--- config.mk ---
export PLATFORM = sky130hd
export DESIGN_NAME = regfile_param_flat
export DESIGN_NICKNAME = d
export VERILOG_FILES = /design/src/rtl/regfile_param_if.sv /design/src/rtl/regfile_param.sv /design/src/flat_wrapper.sv
export SDC_FILE = /design/constraint.sdc
export NUM_CORES = 1
export LEC_CHECK = 0
export ABC_CLOCK_PERIOD_IN_PS = 2900
export CAP_MARGIN = 20
export CORE_MARGIN = 4
export CORE_UTILIZATION = 25
export DETAILED_ROUTE_END_ITERATION = 16
export MAX_ROUTING_LAYER = met4
export PLACE_DENSITY = 0.5
export REMOVE_ABC_BUFFERS = 1
export SYNTH_ARGS = -nofsm -noshare
export SYNTH_HDL_FRONTEND = slang
export SYNTH_SLANG_ARGS = --single-unit
--- constraint.sdc ---
create_clock -name clk -period 2.9 [get_ports clk]
set_clock_uncertainty 0.15 [all_clocks]
set_input_delay 0.435 -clock clk [delete_from_list [all_inputs] [get_ports clk]]
set_output_delay 0.435 -clock clk [all_outputs]
set_load 0.05 [all_outputs]
--- src/rtl/regfile_param_if.sv ---
// regfile_param_if -- bundle of the register file's decode/execute-side signals.
//   master (decode/execute side): drives clr_req, a1, a2, a3, we3, wd3,
//                                 set_en, set_addr; observes ready, rd1,
//                                 rd2, busy1, busy2.
//   slave  (register file):       the mirror image of master.
// DATA_W / ADDR_W must match the parameters of the attached regfile_param.
interface regfile_param_if #(
  parameter int DATA_W = 19,
  parameter int ADDR_W = 3
);
  logic              clr_req;
  logic              ready;
  logic [ADDR_W-1:0] a1;
  logic [ADDR_W-1:0] a2;
  logic [DATA_W-1:0] rd1;
  logic [DATA_W-1:0] rd2;
  logic [ADDR_W-1:0] a3;
  logic              we3;
  logic [DATA_W-1:0] wd3;
  logic              set_en;
  logic [ADDR_W-1:0] set_addr;
  logic              busy1;
  logic              busy2;

  modport master (
    output clr_req, a1, a2, a3, we3, wd3, set_en, set_addr,
    input  ready, rd1, rd2, busy1, busy2
  );

  modport slave (
    input  clr_req, a1, a2, a3, we3, wd3, set_en, set_addr,
    output ready, rd1, rd2, busy1, busy2
  );
endinterface

--- src/rtl/regfile_param.sv ---
// regfile_param -- parametrised register file for the CPU datapath.
//   Two combinational read ports with write-to-read bypass, one synchronous
//   write port (entry 0 optionally hard-wired to zero), a per-entry busy
//   scoreboard, and a hardware clear sweep that zeroes every entry after
//   reset or on clr_req.
// Ports:
//   clk  - clock, all state updates on the rising edge
//   rst  - asynchronous active-low reset
//   bus  - regfile_param_if.slave: read ports (a1/rd1/busy1, a2/rd2/busy2),
//          write port (a3/we3/wd3), scoreboard set (set_en/set_addr),
//          clr_req request and ready status.
module regfile_param #(
  parameter int DATA_W   = 19,
  parameter int ADDR_W   = 3,
  parameter int ZERO_REG = 1
) (
  input  logic            clk,
  input  logic            rst,
  regfile_param_if.slave  bus
);

  localparam int DEPTH   = 1 << ADDR_W;
  localparam bit ZERO_EN = (ZERO_REG != 0);

  typedef enum logic {
    CLEAR = 1'b0,
    READY = 1'b1
  } state_t;

  state_t            state_reg, state_next;
  logic [ADDR_W-1:0] cnt_reg, cnt_next;
  logic [DEPTH-1:0]  busy_reg, busy_next;

  // Storage has no reset; the clear sweep is what zeroes it.
  logic [DATA_W-1:0] mem [DEPTH];

  logic              is_ready;
  logic              wr_ok;
  logic              set_ok;
  logic              mem_we;
  logic [ADDR_W-1:0] mem_waddr;
  logic [DATA_W-1:0] mem_wdata;

  assign is_ready = (state_reg == READY);

  // A write presented alongside clr_req is dropped, so it neither updates
  // the array nor shows up on the bypass path.
  assign wr_ok  = is_ready && bus.we3 && !bus.clr_req &&
                  !(ZERO_EN && (bus.a3 == '0));
  assign set_ok = is_ready && bus.set_en && !bus.clr_req &&
                  !(ZERO_EN && (bus.set_addr == '0));

  // ---------------- state register ----------------
  always_ff @(posedge clk or negedge rst) begin
    if (!rst) begin
      state_reg <= CLEAR;
      cnt_reg   <= '0;
      busy_reg  <= '0;
    end else begin
      state_reg <= state_next;
      cnt_reg   <= cnt_next;
      busy_reg  <= busy_next;
    end
  end

  // ---------------- next-state logic ----------------
  always_comb begin
    state_next = state_reg;
    cnt_next   = cnt_reg;
    busy_next  = busy_reg;
    case (state_reg)
      CLEAR: begin
        busy_next = '0;
        cnt_next  = cnt_reg + 1'b1;
        if (&cnt_reg) begin
          state_next = READY;
          cnt_next   = '0;
        end
      end
      READY: begin
        if (bus.clr_req) begin
          state_next = CLEAR;
          cnt_next   = '0;
          busy_next  = '0;
        end else begin
          // Clear first, then set: a same-cycle set on the entry wins.
          if (wr_ok)  busy_next[bus.a3]       = 1'b0;
          if (set_ok) busy_next[bus.set_addr] = 1'b1;
        end
      end
      default: begin
        state_next = CLEAR;
        cnt_next   = '0;
        busy_next  = '0;
      end
    endcase
  end

  // ---------------- array write port ----------------
  always_comb begin
    mem_we    = 1'b0;
    mem_waddr = bus.a3;
    mem_wdata = bus.wd3;
    if (state_reg == CLEAR) begin
      mem_we    = 1'b1;
      mem_waddr = cnt_reg;
      mem_wdata = '0;
    end else if (wr_ok) begin
      mem_we    = 1'b1;
    end
  end

  always_ff @(posedge clk) begin
    if (mem_we) mem[mem_waddr] <= mem_wdata;
  end

  // ---------------- read ports ----------------
  for (genvar gi = 0; gi < 2; gi++) begin : g_rd
    logic [ADDR_W-1:0] addr;
    logic [DATA_W-1:0] data;
    logic              busy;

    assign addr = (gi == 0) ? bus.a1 : bus.a2;

    always_comb begin
      data = '0;
      if (is_ready && !(ZERO_EN && (addr == '0))) begin
        if (wr_ok && (addr == bus.a3)) data = bus.wd3;
        else                           data = mem[addr];
      end
    end

    // Busy is deliberately not bypassed: it drops only after the write edge.
    assign busy = is_ready && busy_reg[addr];
  end

  assign bus.rd1   = g_rd[0].data;
  assign bus.rd2   = g_rd[1].data;
  assign bus.busy1 = g_rd[0].busy;
  assign bus.busy2 = g_rd[1].busy;
  assign bus.ready = is_ready;

endmodule
--- src/flat_wrapper.sv ---
// flat-port wrapper written by rule: the top's interface ports become plain ports
module regfile_param_flat 
#(
  parameter int DATA_W   = 19,
  parameter int ADDR_W   = 3,
  parameter int ZERO_REG = 1
)
  (clk, rst, bus_clr_req, bus_a1, bus_a2, bus_a3, bus_we3, bus_wd3, bus_set_en, bus_set_addr, bus_ready, bus_rd1, bus_rd2, bus_busy1, bus_busy2);
  regfile_param_if #(.DATA_W(DATA_W), .ADDR_W(ADDR_W)) bus_i ();
  input  logic clk;
  input  logic rst;
  input wire logic [$bits(bus_i.clr_req)-1:0] bus_clr_req;
  input wire logic [$bits(bus_i.a1)-1:0] bus_a1;
  input wire logic [$bits(bus_i.a2)-1:0] bus_a2;
  input wire logic [$bits(bus_i.a3)-1:0] bus_a3;
  input wire logic [$bits(bus_i.we3)-1:0] bus_we3;
  input wire logic [$bits(bus_i.wd3)-1:0] bus_wd3;
  input wire logic [$bits(bus_i.set_en)-1:0] bus_set_en;
  input wire logic [$bits(bus_i.set_addr)-1:0] bus_set_addr;
  output wire logic [$bits(bus_i.ready)-1:0] bus_ready;
  output wire logic [$bits(bus_i.rd1)-1:0] bus_rd1;
  output wire logic [$bits(bus_i.rd2)-1:0] bus_rd2;
  output wire logic [$bits(bus_i.busy1)-1:0] bus_busy1;
  output wire logic [$bits(bus_i.busy2)-1:0] bus_busy2;
  assign bus_i.clr_req = bus_clr_req;
  assign bus_i.a1 = bus_a1;
  assign bus_i.a2 = bus_a2;
  assign bus_i.a3 = bus_a3;
  assign bus_i.we3 = bus_we3;
  assign bus_i.wd3 = bus_wd3;
  assign bus_i.set_en = bus_set_en;
  assign bus_i.set_addr = bus_set_addr;
  assign bus_ready = bus_i.ready;
  assign bus_rd1 = bus_i.rd1;
  assign bus_rd2 = bus_i.rd2;
  assign bus_busy1 = bus_i.busy1;
  assign bus_busy2 = bus_i.busy2;
  regfile_param #(.DATA_W(DATA_W), .ADDR_W(ADDR_W), .ZERO_REG(ZERO_REG)) u_core (.clk(clk), .rst(rst), .bus(bus_i));
endmodule
==> results.py <==
metrics = {
    "global_route": {
        "grt_pass1_wl_um": 36400,
        "overflow": 0,
        "gr-usage-met2_pct": 23.2,
        "antenna_found_initial": 0,
        "met3_usage_pct": 2.03,
        "grt_use_total_pct": 13.8,
        "grt_max_degree": 28,
        "grt_use_met1_pct": 17.8,
        "busiest_layer": "met2",
        "grt_pass1_vias": 5727,
    },
    "layout": {
        "fillCellCount": 3247,
        "largest_register_ffs": 152,
        "fin_nets": 656,
        "areaGrowthSynthToFinish_pct": 33.2,
        "antenna_cells": 0,
        "layout_commonest_cell": "edfxtp_1",
        "drive_gt1_share_pct": 40.3,
        "finalInstanceArea_um2": 11300,
        "final_cell_mix": "152 x edfxtp_1, 80 x mux4_2, 56 x buf_12, 49 x buf_4, 40 x mux2i_1",
    },
    "run": {
        "maxCapViolations": 0,
    },
    "floorplan": {
        "ios": 77,
        "start_util_pct": 25.3,
        "die_w_um": 192,
        "design.die.area_um2": 37000,
        "core-area_um2": 33500,
        "num_rows": 67,
        "chipHeight_um": 192,
    },
    "critical_path": {
        "crit_path_start_kind": "input port",
        "critPathCaptureType": "output pin",
        "crit_chain": "dlygate4sd2_1 -> buf_4 -> o311ai_4 -> buf_12 -> or2_4 -> clkbuf_16 -> a21oi_1 -> buf_12",
        "path_class": "input port to output pin",
        "crit_family": "buffers and inverters",
        "arrival_ns": 2.28,
        "r2r_slack_ns": 0.64,
        "critPathRequiredTime_ns": 2.32,
        "critPathMaxStageDelay_ns": 0.44,
        "path_buf_inv": 5,
        "crit_fanout": 9,
        "crit_slowest_cell": "dlygate4sd2_1",
        "crit_top_cell": "buf_12",
    },
    "synth": {
        "synth_cell_types": 38,
        "yosys_register_bits": 164,
        "syn-cell-area_um2": 8490,
        "synth_edf_count": 152,
        "synthFlopType": "edfxtp_1",
        "yosysWarnings": 0,
        "seq_area_frac_synth_pct": 57.3,
        "syn_avg_cell_area_um2": 16.9,
        "syn_inst": 502,
        "synthArstFlopShare_pct": 7.32,
    },
    "placed_design": {
        "place_hpwl_um": 16700,
        "gp_congestion": 0.776,
        "place_area_um2": 10600,
        "portBuffers": 76,
    },
    "status": {
        "status": "finished, final reports clean",
    },
    "power_and_ir_drop": {
        "power_density_nw_per_um2": 902,
        "ir_drop_mv": 0.473,
        "p_total_mw": 10.2,
        "p_leak_nw": 3.83,
    },
    "cts": {
        "cts_tree": "built",
        "cts_inserted_buffers": 17,
        "clk_pin_slew_worst_paths_ns": 0.07,
        "root_buffer": "clkbuf_16",
        "clk_latency_ns": 0.43,
        "clkSinkCount": 164,
        "clock_path_buffers": 2,
        "htreeDepth": 4,
    },
    "timing": {
        "hold_viol_final": 0,
        "max_slew_margin_pct": 61.4,
        "max_freq_mhz": 350,
        "fin_crit_ns": 2.86,
        "tns_ns": 0,
        "setup_viol": 0,
        "slew_viol_final": 0,
        "rsz0062_at_grt": "no",
        "worst_pin_slew_ns": 0.578,
        "finalCritPeriodShare_pct": 98.7,
    },
    "detailed_routing": {
        "drtIter0Drc": 423,
        "drtPass1Iterations": 5,
        "via_per_inst": 4.89,
        "drc": 0,
        "detail_route.wl_per_cell_um": 23.1,
        "postRouteAntennaNets": 0,
        "route.vias.total": 5280,
        "routed_wl_um": 24900,
    },
    "min_path": {
        "hp-class": "input port to register",
    },
}
## final timing paths
kind | start | end | depth (start not counted)
worst max-delay path | bus_a3[1] | bus_rd2[10] | 8
worst min-delay path | bus_clr_req | u_core.busy_reg[1] | 3
worst max register to register | u_core.bus.ready | u_core.mem[6][1] | 7
worst min register to register | u_core.busy_reg[0] | u_core.busy_reg[0] | 1
max in group asynchronous | rst | u_core.cnt_reg[0] | 1
min in group asynchronous | rst | u_core.bus.ready | 1
## report_power, final
part | leakage [nW] | internal [mW] | switching (mW)
sequential | 1.60 | 3.59 | 0.330
combinational | 1.95 | 1.79 | 2.26
clock | 0.283 | 1.22 | 0.998
total | 3.83 | 6.61 | 3.59
## cell families after synthesis
group	synth area share [%]
flip-flops	57.3
AO/OA/AOI/OAI	7.47
buffers and inverters	3.83
adder cells (fa/ha/maj)	0.295
XOR/XNOR	0.619
multiplexers	25.9
AND/OR/NAND/NOR	4.51
## stage by stage
step	setup WS, ns	cells	utilization (%)	hold slack (ns)
5_1_grt	0.00133	1079	33.7	0.233
6_report	0.0390	1079	33.7	0.200
4_1_cts	-0.0202	1078	33.3	0.224
3_3_place_gp	-0.375	1045	31.5	0.346
3_5_place_dp	-0.409	1045	31.5	0.346
2_1_floorplan	-0.726	455	-	-0.0106
## Yosys cell counts, types with 5 or more instances
cell      count  area share, %
mux2i_1      40            4.7
dfrtp_1      12            3.5
clkbuf_1      5           0.22
and2_1       20            1.5
o31ai_1      40            3.5
a21oi_1      41            2.4
nor2b_1       6           0.44
nand2_1       5           0.22
xnor2_1       6           0.62
buf_4         7           0.62
nor2_1       13           0.58
mux4_2       80             21
edfxtp_1    152             54
buf_2        22            1.3
nand3_1       8           0.47
buf_6        12            1.6
## repair_timing
action | CTS | global route
resized for setup | 6 | 25
setup buffers | 1 | 0
hold buffers | 0 | 0
endpoints found under the hold margin | 0 | 0
cloned | 0 | 1
setup endpoints to repair | 38 | 36
pin swaps | 1 | 2
## per-layer routing
metal	vias to the layer above	wire, um
li1	2329	-
met1	2790	10800
met2	141	12900
met3	20	949
met4	0	231
met5	-	0
## worst reg2reg max path, cell delays in order, from the launching register on
cell and delay (ns):
dfrtp_1 0.39, and2b_2 0.20, o311ai_4 0.12, buf_12 0.16
buf_4 0.20, o31a_1 0.29, nor2_1 0.20, buf_12 0.24
## final cells by class
cell class / count / area, um2 / area share, %
timing repair buffer: 144 / 1880 / 16.6
tap: 448 / 561 / 4.96
multi-input combinational: 290 / 3410 / 30.2
inverter: 1 / 3.75 / 0.0332
clock inverter: 15 / 156 / 1.38
sequential: 164 / 4860 / 43.0
clock buffer: 17 / 425 / 3.76
No activity file was read; power rests on OpenSTA's default activity.
